File: config.mk
export PLATFORM = sky130hd
export DESIGN_NAME = hdmi_vpg_window_flat
export DESIGN_NICKNAME = d
export VERILOG_FILES = /design/src/rtl/hdmi_vpg_window_if.sv /design/src/rtl/hdmi_vpg_window.sv /design/src/flat_wrapper.sv
export SDC_FILE = /design/constraint.sdc
export NUM_CORES = 1
export LEC_CHECK = 0
export BUFFER_PORTS_ARGS = -buffer_cell sky130_fd_sc_hd__buf_2
export CAP_MARGIN = 15
export CORE_UTILIZATION = 50
export DETAILED_ROUTE_END_ITERATION = 10
export PLACE_DENSITY = 0.73
export SLEW_MARGIN = 10
export SYNTH_ARGS = -nofsm -noshare
export SYNTH_HDL_FRONTEND = slang
export SYNTH_SLANG_ARGS = --single-unit
File: constraint.sdc
create_clock -name clk -period 3.5 [get_ports clk]
set_clock_uncertainty 0.1 [all_clocks]
set_input_delay 0 -clock clk [delete_from_list [all_inputs] [get_ports clk]]
set_output_delay 0 -clock clk [all_outputs]
set_load 0.01 [all_outputs]
File: src/rtl/hdmi_vpg_window_if.sv
// ---------------------------------------------------------------------------
// hdmi_vpg_window_if
//
// Purpose: bundles the camera-buffer read port and the HDMI TX video bus
// used by hdmi_vpg_window.
//
// Signals:
//   rd_addr     buffer read address (ADDR_W bits)
//   rd_en       buffer read strobe
//   pixel       RGB565 read data, valid one clk after rd_en
//   pclk        pixel clock forwarded to the TX chip
//   hs, vs, de  raster timing
//   vga_r/g/b   RGB888 pixel
//   frame_start one-clk pulse on the first output clk of each frame
//
// Modports:
//   master  the pattern generator (drives addresses and video, reads pixel)
//   slave   the buffer / TX side (the mirror image of master)
// ---------------------------------------------------------------------------
interface hdmi_vpg_window_if #(
  parameter int ADDR_W = 15
);
  logic [ADDR_W-1:0] rd_addr;
  logic              rd_en;
  logic [15:0]       pixel;
  logic              pclk;
  logic              hs;
  logic              vs;
  logic              de;
  logic [7:0]        vga_r;
  logic [7:0]        vga_g;
  logic [7:0]        vga_b;
  logic              frame_start;

  modport master (
    output rd_addr, rd_en, pclk, hs, vs, de, vga_r, vga_g, vga_b, frame_start,
    input  pixel
  );

  modport slave (
    input  rd_addr, rd_en, pclk, hs, vs, de, vga_r, vga_g, vga_b, frame_start,
    output pixel
  );
endinterface

File: src/rtl/hdmi_vpg_window.sv
// ---------------------------------------------------------------------------
// hdmi_vpg_window
//
// Purpose: programmable HDMI raster generator. Produces hs/vs/de timing and
// RGB888 pixels; inside a placeable window of the active area it fetches
// RGB565 pixels from the camera buffer, with colour-bar, solid-colour and
// outlined-image modes as alternatives.
//
// Ports:
//   clk        pixel clock
//   rst        synchronous active-high reset
//   buffer_en  buffer holds valid data; first high clk starts the raster
//   mode       0 image, 1 colour bars, 2 solid BG_COLOR, 3 image + outline
//              (latched once per frame at h_count=0, v_count=0)
//   bus        hdmi_vpg_window_if.master: buffer read port + video outputs
//
// Pipeline: stage 0 decodes the counters, stage 1 issues the buffer read,
// stage 2 drives the outputs. Every output is two clks behind its decode.
// ---------------------------------------------------------------------------
module hdmi_vpg_window #(
  parameter int          H_TOTAL   = 800,
  parameter int          H_SYNC    = 96,
  parameter int          H_START   = 144,
  parameter int          H_ACT     = 640,
  parameter int          V_TOTAL   = 525,
  parameter int          V_SYNC    = 2,
  parameter int          V_START   = 35,
  parameter int          V_ACT     = 480,
  parameter bit          SYNC_POL  = 1'b0,
  parameter int          IMG_W     = 160,
  parameter int          IMG_H     = 120,
  parameter int          IMG_X     = 240,
  parameter int          IMG_Y     = 180,
  parameter int          ADDR_W    = 15,
  parameter logic [23:0] BG_COLOR  = 24'h000000,
  parameter logic [23:0] BOX_COLOR = 24'h00FFFF
) (
  input  logic                clk,
  input  logic                rst,
  input  logic                buffer_en,
  input  logic [1:0]          mode,
  hdmi_vpg_window_if.master   bus
);

  // One spare bit so that exclusive upper bounds equal to the total still fit.
  localparam int HW = $clog2(H_TOTAL + 1);
  localparam int VW = $clog2(V_TOTAL + 1);

  localparam logic [HW-1:0] H_LAST     = HW'(H_TOTAL - 1);
  localparam logic [HW-1:0] H_SYNC_END = HW'(H_SYNC);
  localparam logic [HW-1:0] H_ACT_LO   = HW'(H_START);
  localparam logic [HW-1:0] H_ACT_HI   = HW'(H_START + H_ACT);
  localparam logic [HW-1:0] H_WIN_LO   = HW'(H_START + IMG_X);
  localparam logic [HW-1:0] H_WIN_LAST = HW'(H_START + IMG_X + IMG_W - 1);

  localparam logic [VW-1:0] V_LAST     = VW'(V_TOTAL - 1);
  localparam logic [VW-1:0] V_SYNC_END = VW'(V_SYNC);
  localparam logic [VW-1:0] V_ACT_LO   = VW'(V_START);
  localparam logic [VW-1:0] V_ACT_HI   = VW'(V_START + V_ACT);
  localparam logic [VW-1:0] V_WIN_LO   = VW'(V_START + IMG_Y);
  localparam logic [VW-1:0] V_WIN_LAST = VW'(V_START + IMG_Y + IMG_H - 1);

  localparam logic [HW+2:0]     BAR_DIV   = (HW + 3)'(H_ACT);
  localparam logic [ADDR_W-1:0] ADDR_LAST = ADDR_W'(IMG_W * IMG_H - 1);

  typedef enum logic {ST_WAIT, ST_RUN} state_e;

  // Colour source chosen at decode time; the pixel itself only shows up at
  // the output stage.
  typedef enum logic [1:0] {SRC_BG, SRC_PIX, SRC_BOX, SRC_BAR} src_e;

  typedef struct packed {
    logic       hs;
    logic       vs;
    logic       de;
    logic       fs;
    src_e       src;
    logic [2:0] bar;
  } pipe_t;

  localparam pipe_t PIPE_IDLE = '{hs: ~SYNC_POL, vs: ~SYNC_POL, de: 1'b0,
                                  fs: 1'b0, src: SRC_BG, bar: 3'd0};

  state_e            state_q, state_d;
  logic              run;
  logic [HW-1:0]     h_count;
  logic [VW-1:0]     v_count;
  logic [1:0]        mode_q;
  logic              frame_top, act, win, perim;
  logic [HW-1:0]     ax;
  logic [2:0]        bar;
  src_e              src;
  pipe_t             d0, s1, s2;
  logic              rd_en_d, rd_en_q;
  logic [ADDR_W-1:0] rd_addr_q;
  logic [23:0]       rgb;
  logic [15:0]       p;

  assign run = (state_q == ST_RUN);

  // FSM next state. rst is handled in the state register, so it wins from
  // any state, mid-frame included.
  always_comb begin
    // NOTE: every always_comb output gets a default first so no path can
    // leave it unassigned and infer a latch.
    state_d = state_q;
    unique case (state_q)
      ST_WAIT: if (buffer_en) state_d = ST_RUN;
      ST_RUN:  state_d = ST_RUN;
      default: state_d = ST_WAIT;
    endcase
  end

  // Stage-0 decode from the raster counters.
  always_comb begin
    frame_top = (h_count == '0) && (v_count == '0);
    act   = (h_count >= H_ACT_LO) && (h_count < H_ACT_HI) &&
            (v_count >= V_ACT_LO) && (v_count < V_ACT_HI);
    win   = act && (h_count >= H_WIN_LO) && (h_count <= H_WIN_LAST) &&
                   (v_count >= V_WIN_LO) && (v_count <= V_WIN_LAST);
    perim = (h_count == H_WIN_LO) || (h_count == H_WIN_LAST) ||
            (v_count == V_WIN_LO) || (v_count == V_WIN_LAST);
    ax    = h_count - H_ACT_LO;
    // Only meaningful while act is set, where ax < H_ACT keeps it in 0..7.
    bar   = 3'({ax, 3'b000} / BAR_DIV);

    src = SRC_BG;
    unique case (mode_q)
      2'd0:    src = win ? SRC_PIX : SRC_BG;
      2'd1:    src = SRC_BAR;
      2'd2:    src = SRC_BG;
      default: src = win ? (perim ? SRC_BOX : SRC_PIX) : SRC_BG;
    endcase

    d0 = PIPE_IDLE;
    if (run) begin
      d0.hs  = (h_count < H_SYNC_END) ? SYNC_POL : ~SYNC_POL;
      d0.vs  = (v_count < V_SYNC_END) ? SYNC_POL : ~SYNC_POL;
      d0.de  = act;
      d0.fs  = frame_top;
      d0.src = src;
      d0.bar = bar;
    end

    // Perimeter pixels in mode 3 are still read so the address sequence
    // does not depend on the mode's overlay.
    rd_en_d = run && win && ((mode_q == 2'd0) || (mode_q == 2'd3));
  end

  always_ff @(posedge clk) begin
    // NOTE: sequential state uses non-blocking assignments so every register
    // samples the pre-edge values of the others.
    if (rst) begin
      state_q   <= ST_WAIT;
      h_count   <= '0;
      v_count   <= '0;
      mode_q    <= 2'd0;
      s1        <= PIPE_IDLE;
      s2        <= PIPE_IDLE;
      rd_en_q   <= 1'b0;
      rd_addr_q <= '0;
    end else begin
      state_q <= state_d;

      if (run) begin
        if (h_count == H_LAST) begin
          h_count <= '0;
          v_count <= (v_count == V_LAST) ? '0 : v_count + VW'(1);
        end else begin
          h_count <= h_count + HW'(1);
        end
      end else begin
        h_count <= '0;
        v_count <= '0;
      end

      // The first active line is well past the frame top, so every pixel
      // of a frame sees the mode latched here.
      if (run && frame_top) mode_q <= mode;

      s1      <= d0;
      s2      <= s1;
      rd_en_q <= rd_en_d;

      if (!run || frame_top) begin
        rd_addr_q <= '0;
      end else if (rd_en_q) begin
        rd_addr_q <= (rd_addr_q == ADDR_LAST) ? '0 : rd_addr_q + ADDR_W'(1);
      end
    end
  end

  // The buffer answers one clk after the stage-1 read, i.e. in the same clk
  // as the output stage, so the colour mux after s2 is combinational on
  // pixel while all timing and selection stays registered.
  assign p = bus.pixel;

  always_comb begin
    rgb = 24'h000000;
    if (s2.de) begin
      unique case (s2.src)
        SRC_PIX: rgb = {p[15:11], p[15:13], p[10:5], p[10:9], p[4:0], p[4:2]};
        SRC_BOX: rgb = BOX_COLOR;
        // Bar order white, yellow, cyan, green, magenta, red, blue, black
        // maps to r = ~bar[1], g = ~bar[2], b = ~bar[0].
        SRC_BAR: rgb = {{8{~s2.bar[1]}}, {8{~s2.bar[2]}}, {8{~s2.bar[0]}}};
        default: rgb = BG_COLOR;
      endcase
    end
  end

  assign bus.pclk        = clk;
  assign bus.rd_en       = rd_en_q;
  assign bus.rd_addr     = rd_addr_q;
  assign bus.hs          = s2.hs;
  assign bus.vs          = s2.vs;
  assign bus.de          = s2.de;
  assign bus.frame_start = s2.fs;
  assign bus.vga_r       = rgb[23:16];
  assign bus.vga_g       = rgb[15:8];
  assign bus.vga_b       = rgb[7:0];

endmodule

File: src/flat_wrapper.sv
// flat-port wrapper written by rule: the top's interface ports become plain ports
module hdmi_vpg_window_flat 
#(
  parameter int          H_TOTAL   = 800,
  parameter int          H_SYNC    = 96,
  parameter int          H_START   = 144,
  parameter int          H_ACT     = 640,
  parameter int          V_TOTAL   = 525,
  parameter int          V_SYNC    = 2,
  parameter int          V_START   = 35,
  parameter int          V_ACT     = 480,
  parameter bit          SYNC_POL  = 1'b0,
  parameter int          IMG_W     = 160,
  parameter int          IMG_H     = 120,
  parameter int          IMG_X     = 240,
  parameter int          IMG_Y     = 180,
  parameter int          ADDR_W    = 15,
  parameter logic [23:0] BG_COLOR  = 24'h000000,
  parameter logic [23:0] BOX_COLOR = 24'h00FFFF
)
  (clk, rst, buffer_en, mode, bus_rd_addr, bus_rd_en, bus_pclk, bus_hs, bus_vs, bus_de, bus_vga_r, bus_vga_g, bus_vga_b, bus_frame_start, bus_pixel);
  hdmi_vpg_window_if #(.ADDR_W(ADDR_W)) bus_i ();
  input  logic clk;
  input  logic rst;
  input  logic buffer_en;
  input  logic [1:0] mode;
  output wire logic [$bits(bus_i.rd_addr)-1:0] bus_rd_addr;
  output wire logic [$bits(bus_i.rd_en)-1:0] bus_rd_en;
  output wire logic [$bits(bus_i.pclk)-1:0] bus_pclk;
  output wire logic [$bits(bus_i.hs)-1:0] bus_hs;
  output wire logic [$bits(bus_i.vs)-1:0] bus_vs;
  output wire logic [$bits(bus_i.de)-1:0] bus_de;
  output wire logic [$bits(bus_i.vga_r)-1:0] bus_vga_r;
  output wire logic [$bits(bus_i.vga_g)-1:0] bus_vga_g;
  output wire logic [$bits(bus_i.vga_b)-1:0] bus_vga_b;
  output wire logic [$bits(bus_i.frame_start)-1:0] bus_frame_start;
  input wire logic [$bits(bus_i.pixel)-1:0] bus_pixel;
  assign bus_rd_addr = bus_i.rd_addr;
  assign bus_rd_en = bus_i.rd_en;
  assign bus_pclk = bus_i.pclk;
  assign bus_hs = bus_i.hs;
  assign bus_vs = bus_i.vs;
  assign bus_de = bus_i.de;
  assign bus_vga_r = bus_i.vga_r;
  assign bus_vga_g = bus_i.vga_g;
  assign bus_vga_b = bus_i.vga_b;
  assign bus_frame_start = bus_i.frame_start;
  assign bus_i.pixel = bus_pixel;
  hdmi_vpg_window #(.H_TOTAL(H_TOTAL), .H_SYNC(H_SYNC), .H_START(H_START), .H_ACT(H_ACT), .V_TOTAL(V_TOTAL), .V_SYNC(V_SYNC), .V_START(V_START), .V_ACT(V_ACT), .SYNC_POL(SYNC_POL), .IMG_W(IMG_W), .IMG_H(IMG_H), .IMG_X(IMG_X), .IMG_Y(IMG_Y), .ADDR_W(ADDR_W), .BG_COLOR(BG_COLOR), .BOX_COLOR(BOX_COLOR)) u_core (.clk(clk), .rst(rst), .buffer_en(buffer_en), .mode(mode), .bus(bus_i));
endmodule
==> results_dict.tcl, run 1 <==
set metrics [dict create \
    slew_headroom 0.574 \
    tns_ns 0 \
    r2r_slack_ns 0.69 \
    antenna_found_initial 0 \
    max_cap_violations 0 \
    grt_max_degree 17 \
    rsz0062_at_grt "false" \
    start_util 0.530 \
    finalCriticalPeriod_ns 2.81 \
    p_leak_nw 1.64 \
    rows 29 \
    crit_type "reg2reg" \
    startpoint_type "flip-flop" \
    io_buffers 65 \
    remaining_drc_errors 13 \
    crit_family "compound AO/OA/AOI/OAI gates" \
    die_h_um 85.0 \
    vias_per_cell 5.58 \
    synth_cell_types 62 \
    synth_edf_count 0 \
    postSynth.topFlopCell "dfxtp_1" \
    syn_inst 436 \
    min_from "clk" \
    async_flop_share 0 \
    ant_nets 0 \
    overflow 0 \
    pwr_density_cell_mw_per_mm2 418 \
    worst_pin_slew_ns 0.638 \
    die-area_mm2 0.00722 \
    cts_resized 0 \
    yosysTopAreaCell "dfxtp_1" \
    critPathMaxFanout 13 \
    dpl.hpwl_um 5520 \
    synth_area_leaders "dfxtp_1 (33%), nor2_1 (6.5%), ha_1 (5.1%), nand2_1 (4.4%), xnor2_1 (3.6%)" \
    cts_tree "done" \
    syn_to_final_growth_pct 19.8 \
    drive_above_1_share 0.193 \
    die_w_um 85.0 \
    violations "design-rule violations" \
    hold_violations 0 \
    place_area_mm2 0.00372 \
    place.gp.congestion 0.906 \
    final_core_util 0.635 \
    fmax_ghz 0.356 \
    met3_usage 0.0720 \
    worst_r2r_startpoint "u_core.h_count[5]$_SDFF_PP0_" \
    totalWireLength_um 7900 \
    ff2ff_path_depth 9 \
    worst-path-buf-inv 1 \
    crit_slowest_cell "dfxtp_1" \
    slowest_delay_ns 0.55 \
    hold_path.class "clk2out" \
    min_to "bus_pclk" \
    antennaDiodeCount 0 \
    nets 527 \
    rr_endpoint "u_core.s1[1]$_SDFF_PP0_" \
    worstPathCellList "inv_1, ha_1, nand2b_1, a211o_1, a31oi_1, a2111oi_4, or2_1, o21ai_0, a41oi_1" \
    outcome "finished, violations left" \
    drt-initial-drc-count 139 \
    dr.pass1.iters 8 \
    top_usage_layer "met2" \
    peakVddDrop_v 0.000339 \
    grt.met2_usage 0.372 \
    yosysSeqAreaShare 0.332 \
    syn-num-nets 471 \
    vias 3203 \
    min_path_cells 3 \
    avgSynthCellArea_um2 7.89 \
    synth-seq-cells 57 \
    yosys_warnings 0 \
    clock_latency_ns 0.45 \
    wl_per_cell_um 13.8 \
    use_met1 0.284 \
    slew_viol_final 0 \
    crit_path_end_kind "flip-flop" \
    mappedNetlistArea_mm2 0.00344 \
    design.core.area_mm2 0.00649 \
    critical_path_arrival_ns 3.01 \
    cp.required_ns 3.70 \
    grt_usage 0.232 \
    synth.top_cell.area_share 0.332 \
    grt_pass1_vias 2925 \
    io-pin-count 66 \
    grt_pass1_wl_um 13300 \
    fin_area_mm2 0.00412 \
    setup_viol 0 \
    path_clk_slew_ns 0.06 \
    finalCritPeriodShare 0.803 \
]
-- worst register-to-register path: stages, from the launching register on --
cell and delay [ns]:
dfxtp_1 0.55, inv_1 0.20, ha_1 0.26, nand2b_1 0.27, a211o_1 0.32, a31oi_1 0.28
a2111oi_4 0.12, or2_1 0.29, o21ai_0 0.16, a41oi_1 0.12
-- flip-flops by register name (all words and copies together) (netlist names) --
name / flops
u_core.mode_q: 2
u_core.v_count: 10
u_core.bus.de: 1
u_core.bus.frame_start: 1
u_core.h_count: 10
u_core.bus.rd_addr: 15
u_core.s2: 5
u_core.bus.rd_en: 1
u_core.bus.hs: 1
u_core.run: 1
u_core.s1: 9
u_core.bus.vs: 1
-- synth_stat cells, types with 3 or more instances --
| cell type | count |
|---|---|
| o22ai_1 | 3 |
| nor4_1 | 3 |
| nand2_1 | 40 |
| nand3_1 | 12 |
| a211o_1 | 3 |
| a21oi_1 | 19 |
| buf_1 | 3 |
| buf_4 | 9 |
| a31oi_1 | 3 |
| o21ai_0 | 21 |
| nor3_1 | 6 |
| a21o_1 | 3 |
| mux2i_1 | 4 |
| and3_1 | 4 |
| nand2b_1 | 13 |
| nand4_1 | 10 |
| ha_1 | 14 |
| nor2_1 | 60 |
| or3_1 | 8 |
| xor2_1 | 13 |
| a211oi_1 | 6 |
| nand3b_1 | 3 |
| nand4b_1 | 3 |
| buf_2 | 7 |
| xnor2_1 | 14 |
| and2_1 | 4 |
| clkbuf_1 | 14 |
| nor2b_1 | 12 |
| inv_1 | 16 |
| dfxtp_1 | 57 |
| a21boi_0 | 11 |
-- metal layers --
| metal | up-vias | routed length, µm |
|---|---|---|
| li1 | 1623 | - |
| met1 | 1463 | 3700 |
| met4 | 0 | 123 |
| met2 | 106 | 3580 |
| met3 | 11 | 493 |
| met5 | - | 0 |
-- kinds of logic after synthesis --
| logic type | Yosys count | share of synthesized area |
|---|---|---|
| and+or+nand+nor | 186 | 0.267 |
| muxes | 6 | 0.0182 |
| xor gates and xnor gates | 27 | 0.0687 |
| buffers and inverters | 50 | 0.0669 |
| AOI/OAI and AO/OA | 96 | 0.197 |
| DFF | 57 | 0.332 |
| adders and majority gates | 14 | 0.0509 |
-- cell type report --
class / count / area [µm²]
Fill cell: 585 / 2370
Multi-Input combinational cell: 329 / 2070
Sequential cell: 57 / 1140
Timing Repair Buffer: 74 / 413
Clock buffer: 15 / 188
Clock inverter: 5 / 150
Tap cell: 77 / 96.3
Inverter: 17 / 63.8
-- stage by stage --
stage               hold slack, ns  setup slack, ns  cells  total power [W]
detailed placement        0.000620            0.739    548         0.000740
CTS                          0.219            0.705    574          0.00175
global route                 0.221            0.408    574          0.00178
finish                       0.209            0.690    574          0.00172
floorplan                  -0.0284             1.04    436         0.000726
global placement          0.000620            0.821    548         0.000739
-- power breakdown --
part	switching (W)	internal [W]	total [W]
combinational	0.0000270	0.0000261	0.0000531
sequential	0.00000449	0.000658	0.000662
clock	0.000289	0.000717	0.00101
total	0.000320	0.00140	0.00172
-- cells in the final DEF, fill, tap and decap left out, types with 3 or more instances in the layout --
| master | netlist | layout |
|---|---|---|
| buf_2 | 7 | 65 |
| nor2_1 | 60 | 60 |
| dfxtp_1 | 57 | 57 |
| nand2_1 | 40 | 40 |
| o21ai_0 | 21 | 21 |
| a21oi_1 | 19 | 19 |
| inv_1 | 16 | 16 |
| xnor2_1 | 14 | 14 |
| ha_1 | 14 | 14 |
| nand2b_1 | 13 | 13 |
| xor2_1 | 13 | 13 |
| clkbuf_8 | 0 | 13 |
| nor2b_1 | 12 | 12 |
| nand3_1 | 12 | 12 |
| a21boi_0 | 11 | 11 |
| nand4_1 | 10 | 10 |
| or3_1 | 8 | 8 |
| dlygate4sd3_1 | 0 | 7 |
| nor3_1 | 6 | 6 |
| a211oi_1 | 6 | 6 |
| bufinv_16 | 0 | 5 |
| and2_1 | 4 | 4 |
| and3_1 | 4 | 4 |
| mux2i_1 | 4 | 4 |
| nor4_1 | 3 | 3 |
| a31oi_1 | 3 | 3 |
| a21o_1 | 3 | 3 |
| a211o_1 | 3 | 3 |
| nand3b_1 | 3 | 3 |
| nand4b_1 | 3 | 3 |
| o22ai_1 | 3 | 3 |
| buf_4 | 9 | 3 |
-- timing repair --
item                                    in CTS  in global routing
buffers inserted                             0                  0
endpoints found under the setup margin       0                  0
hold buffers                                 7                  0
hold endpoints to repair                    13                  0
-- worst max path at each step --
| stage | cells after the start | to | from |
|---|---|---|---|
| 3_5_place_dp | 9 | u_core.s1[1]$_SDFF_PP0_ | u_core.h_count[5]$_SDFF_PP0_ |
| 6_report | 9 | u_core.s1[1]$_SDFF_PP0_ | u_core.h_count[5]$_SDFF_PP0_ |
| 3_3_place_gp | 9 | u_core.s1[1]$_SDFF_PP0_ | u_core.h_count[5]$_SDFF_PP0_ |
| 4_1_cts | 9 | u_core.s1[1]$_SDFF_PP0_ | u_core.h_count[5]$_SDFF_PP0_ |
| 2_1_floorplan | 10 | u_core.s1[0]$_SDFF_PP0_ | u_core.h_count[4]$_SDFF_PP0_ |
| 5_1_grt | 9 | u_core.s1[3]$_SDFF_PP0_ | u_core.h_count[5]$_SDFF_PP0_ |
(Power assumes the default switching activity.)
==> run 2, diff against run 1 <==
==> constraint.sdc (replaced) <==
create_clock -name clk -period 2.8 [get_ports clk]
set_clock_uncertainty 0.1 [all_clocks]
set_input_delay 0 -clock clk [delete_from_list [all_inputs] [get_ports clk]]
set_output_delay 0 -clock clk [all_outputs]
set_load 0.01 [all_outputs]
==> results_dict.tcl, run 2 (synthesis results as in run 1) <==
set metrics [dict create \
    syn_to_final_growth_pct 18.7 \
    start_util 0.530 \
    drt-initial-drc-count 149 \
    final_common_cell "buf_2" \
    ff2ff_path_depth 8 \
    rsz0062_at_grt "false" \
    hold_violations 0 \
    crit_type "reg2reg" \
    overflow 0 \
    grt_pass1_vias 2997 \
    finalCriticalPeriod_ns 2.58 \
    max_cap_violations 0 \
    crit_path_end "u_core.s1[0]$_SDFF_PP0_" \
    pwr_density_cell_mw_per_mm2 440 \
    met3_usage 0.0564 \
    crit_slowest_cell "a2111oi_4" \
    setup_viol 0 \
    critical_path_arrival_ns 2.82 \
    dr.pass1.iters 10 \
    crit_path_end_kind "flip-flop" \
    place.gp.congestion 0.902 \
    crit_path_start "u_core.h_count[5]$_SDFF_PP0_" \
    clock_latency_ns 0.45 \
    slowest_delay_ns 0.50 \
    final_cells 581 \
    fmax_ghz 0.387 \
    slew_viol_final 0 \
    layout_common_cells "buf_2 (65), nor2_1 (60), dfxtp_1 (57), nand2_1 (40), o21ai_0 (21)" \
    place_ws_ns 0.261 \
    io_buffers 65 \
    hold_path.class "clk2out" \
    die_w_um 85.0 \
    antennaDiodeCount 0 \
    final_core_util 0.629 \
    grt.met2_usage 0.372 \
    peakVddDrop_v 0.000329 \
    rows 29 \
    remaining_drc_errors 13 \
    critPathMaxFanout 7 \
    violations "design-rule violations" \
    worst_pin_slew_ns 0.635 \
    drive_above_1_share 0.206 \
    p_leak_nw 1.64 \
    ant_nets 0 \
    place_area_mm2 0.00377 \
    dp_cells 555 \
    use_met1 0.274 \
    top_usage_layer "met2" \
    cts_tree "done" \
    design.core.area_mm2 0.00649 \
    cts_resized 0 \
    dpl.hpwl_um 5550 \
    worstPathCellList "inv_1, ha_1, nand2b_1, a21o_1, a2111oi_4, or2_1, o211ai_1, a22o_1" \
    r2r_slack_ns 0.22 \
    finalCritPeriodShare 0.922 \
    vias 3214 \
    largest_register_ffs 15 \
    vias_per_cell 5.53 \
    outcome "finished, violations left" \
    cp.required_ns 3.04 \
    nets 534 \
    die-area_mm2 0.00722 \
    grt_max_degree 23 \
    grt_usage 0.225 \
    fin_area_mm2 0.00409 \
    rr_endpoint "u_core.s1[0]$_SDFF_PP0_" \
    worst_r2r_startpoint "u_core.h_count[5]$_SDFF_PP0_" \
    path_clk_slew_ns 0.06 \
    grt_pass1_wl_um 13100 \
    tns_ns 0 \
    wl_per_cell_um 13.2 \
    fin_ws_ns 0.219 \
    slew_headroom 0.576 \
    startpoint_type "flip-flop" \
    antenna_found_initial 0 \
    io-pin-count 66 \
    totalWireLength_um 7670 \
    die_h_um 85.0 \
]
==> run 2: changes by cell type in the layout (fill, tap and decap cells not counted), sizes merged <==
cell / delta
bufinv: -4
buf: +7
clkinv: +4
clkbuf: -2
inv: +2
==> run 2: layout make-up <==
type / count / area, µm²
repair buffers: 81 / 465
clock buffers: 13 / 170
multi-input cells: 329 / 2070
flip-flops and latches: 57 / 1140
clock inverters: 7 / 78.8
fillers: 547 / 2410
inverters: 17 / 63.8
well taps: 77 / 96.3
==> run 2: how the worst min path moves through the flow <==
stage | from | end | slack (ns) | cells past startpoint
after global routing | clk | bus_pclk | 0.22 | 3
after global placement | clk | bus_pclk | 0.0006 | 1
after floorplan | rst | u_core.bus.de$_SDFF_PP0_ | -0.03 | 1
final | clk | bus_pclk | 0.21 | 3
after detailed placement | clk | bus_pclk | 0.0006 | 1
after CTS | clk | bus_pclk | 0.22 | 3
==> run 2: repair_timing <==
item                                    CTS  global route
buffers inserted                          0             0
hold endpoints to repair                 13             0
hold buffers                              7             0
endpoints found under the setup margin    0             0
==> run 2: per-stage QoR <==
step | hold slack [ns] | power (W)
2_1_floorplan | -0.0284 | 0.000907
3_3_place_gp | 0.000620 | 0.000923
3_5_place_dp | 0.000620 | 0.000924
4_1_cts | 0.218 | 0.00182
5_1_grt | 0.222 | 0.00187
6_report | 0.213 | 0.00180
==> run 2: metal layers <==
metal | part of all wire | vias up
li1 | - | 1639
met5 | 0 | -
met3 | 0.064 | 10
met4 | 0.012 | 0
met1 | 0.46 | 1445
met2 | 0.47 | 120
==> run 2: where the power goes <==
group	internal (W)	switching [W]	leakage (nW)
Combinational	0.0000326	0.0000333	1.05
Sequential	0.000822	0.00000581	0.461
Clock	0.000519	0.000385	0.130
Total	0.00137	0.000424	1.64
==> run 2: critical path, delay by kind of cell (launching register included) <==
family                     cells  cell delay, ns
AOI/OAI and AO/OA              4            1.08
buffers and inverters          1            0.16
adders and majority gates      1            0.24
DFF                            1            0.44
and+or+nand+nor                2            0.44
==> run 3, diff against run 2 <==
--- a/config.mk
+++ b/config.mk
@@ -5,11 +5,13 @@
 export SDC_FILE = /design/constraint.sdc
 export NUM_CORES = 1
 export LEC_CHECK = 0
+export ABC_AREA = 1
 export BUFFER_PORTS_ARGS = -buffer_cell sky130_fd_sc_hd__buf_2
 export CAP_MARGIN = 15
 export CORE_UTILIZATION = 50
+export CTS_BUF_LIST = sky130_fd_sc_hd__clkbuf_4
 export DETAILED_ROUTE_END_ITERATION = 10
-export PLACE_DENSITY = 0.73
+export PLACE_DENSITY = 0.74
 export SLEW_MARGIN = 10
 export SYNTH_ARGS = -nofsm -noshare
 export SYNTH_HDL_FRONTEND = slang
==> results_dict.tcl, run 3 <==
set metrics [dict create \
    outcome "finished clean" \
    rsz0062_at_grt "false" \
    final_common_cell "nand2_1" \
    synth_cell_types 38 \
    pwr_density_cell_mw_per_mm2 392 \
    die_h_um 82.0 \
    worst_pin_slew_ns 0.881 \
    grt_usage 0.218 \
    vias 3108 \
    ant_nets 0 \
    place_area_mm2 0.00352 \
    start_util 0.528 \
    yosysTopAreaCell "dfxtp_1" \
    io_buffers 65 \
    clock_latency_ns 0.52 \
    hold_violations 0 \
    drt-initial-drc-count 132 \
    dr.pass1.iters 4 \
    setup_viol 0 \
    mappedNetlistArea_mm2 0.00320 \
    startpoint_type "flip-flop" \
    fin_area_mm2 0.00372 \
    die-area_mm2 0.00672 \
    design.core.area_mm2 0.00606 \
    grt_pass1_wl_um 11200 \
    max_cap_violations 0 \
    wl_per_cell_um 11.3 \
    largest_register_ffs 15 \
    hold_path.class "clk2out" \
    avgSynthCellArea_um2 7.05 \
    vias_per_cell 5.14 \
    slew_headroom 0.410 \
    rows 28 \
    nFillCells 569 \
    slew_viol_final 0 \
    die_w_um 82.0 \
    yosysSeqAreaShare 0.357 \
    syn_to_final_growth_pct 16.3 \
    finalCritPeriodShare 0.894 \
    synth_edf_count 0 \
    critical_path_arrival_ns 2.86 \
    dpl.hpwl_um 5300 \
    syn_inst 454 \
    peakVddDrop_v 0.000267 \
    synth-seq-cells 57 \
    fmax_ghz 0.400 \
    remaining_drc_errors 0 \
    yosys-top-cells-count "nand2_1 (78), inv_1 (62), nor2_1 (60)" \
    grt_max_degree 17 \
    cts_tree "done" \
    synth.top_cell.area_share 0.357 \
    crit_path_end_kind "flip-flop" \
    syn-num-nets 489 \
    drive_above_1_share 0.208 \
    postSynth.topFlopCell "dfxtp_1" \
    antenna_found_initial 0 \
    grt_pass1_vias 2740 \
    nets 560 \
    synth_area_leaders "dfxtp_1 (36%), nand2_1 (9.2%), inv_1 (7.3%), nor2_1 (7.0%), ha_1 (5.5%)" \
    yosys_warnings 0 \
    totalWireLength_um 6810 \
    post_cts_buffers 0 \
    layout_common_cells "nand2_1 (78), buf_2 (65), inv_1 (62), nor2_1 (60), dfxtp_1 (56)" \
    overflow 0 \
    io-pin-count 66 \
    path_clk_slew_ns 0.10 \
    place.gp.congestion 0.951 \
    tns_ns 0 \
    critPathMaxFanout 8 \
    finalCriticalPeriod_ns 2.50 \
    antennaDiodeCount 0 \
    cp.required_ns 3.15 \
    p_leak_nw 1.65 \
    crit_type "reg2reg" \
    yosysMostFrequentCell "nand2_1" \
    async_flop_share 0 \
]
-- run 3: final cells by class --
| class | count | area, µm² | share of cell area |
|---|---|---|---|
| repair buffers | 72 | 398 | 0.107 |
| clock inverters | 6 | 35.0 | 0.00942 |
| clock buffers | 14 | 103 | 0.0276 |
| well taps | 75 | 93.8 | 0.0252 |
| flip-flops and latches | 57 | 1140 | 0.307 |
| inverters | 67 | 256 | 0.0690 |
| multi-input cells | 314 | 1690 | 0.455 |
-- run 3: routing by layer --
layer / wire length [µm] / global-route usage / up-vias
met4: 91 / 0.0877 / 0
met2: 3210 / 0.381 / 92
met5: 0 / 0 / -
li1: - / - / 1608
met3: 391 / 0.0622 / 11
met1: 3120 / 0.248 / 1397
-- run 3: worst paths after layout --
| check | start | endpoint | slack, ns | depth (start not counted) |
|---|---|---|---|---|
| min | clk | bus_pclk | 0.21 | 3 |
| max reg2reg | u_core.h_count[4]$_SDFF_PP0_ | u_core.s1[0]$_SDFF_PP0_ | 0.30 | 15 |
| max | u_core.h_count[4]$_SDFF_PP0_ | u_core.s1[0]$_SDFF_PP0_ | 0.30 | 15 |
| min reg2reg | u_core.s1[1]$_SDFF_PP0_ | u_core.s2[1]$_SDFF_PP0_ | 0.31 | 2 |
-- run 3: cell families after synthesis --
family / count (synthesis) / share of synthesized area
AO/OA/AOI/OAI: 62 / 0.107
XOR/XNOR: 15 / 0.0434
adder cells (fa/ha/maj): 14 / 0.0548
buffers and inverters: 83 / 0.115
flip-flops: 57 / 0.357
AND/OR/NAND/NOR: 223 / 0.323
-- run 3: worst max-delay path, cell delays in order, from the launching register on --
cell,delay [ns]
dfxtp_1,0.51
inv_2,0.11
ha_1,0.28
xnor2_2,0.22
o21ai_0,0.13
nand2_1,0.08
nand3_1,0.08
nand2_2,0.13
nand2_4,0.07
nand3_4,0.10
nand2_2,0.06
nand2_1,0.08
nand3_1,0.09
o21ai_0,0.19
inv_1,0.08
a21oi_2,0.12
-- run 3: power by group --
part	total [W]	internal, W	switching, W
Combinational	0.0000668	0.0000311	0.0000356
Sequential	0.000827	0.000822	0.00000512
Clock	0.000564	0.000241	0.000323
-- run 3: timing repair --
action                     CTS  global route
hold endpoints to repair    16             0
hold buffers                 7             0
setup endpoints to repair    0             1
resized for setup            0             1
-- run 3: through the flow --
step	setup slack, ns	cells	power, W	utilization	hold WS (ns)
2_1_floorplan	0.649	454	0.000906	-	-0.00823
3_3_place_gp	0.435	579	0.000924	0.580	0.000620
3_5_place_dp	0.308	579	0.000926	0.580	0.000620
4_1_cts	0.279	605	0.00148	0.614	0.219
5_1_grt	0.00538	605	0.00153	0.614	0.221
6_report	0.298	605	0.00146	0.614	0.213
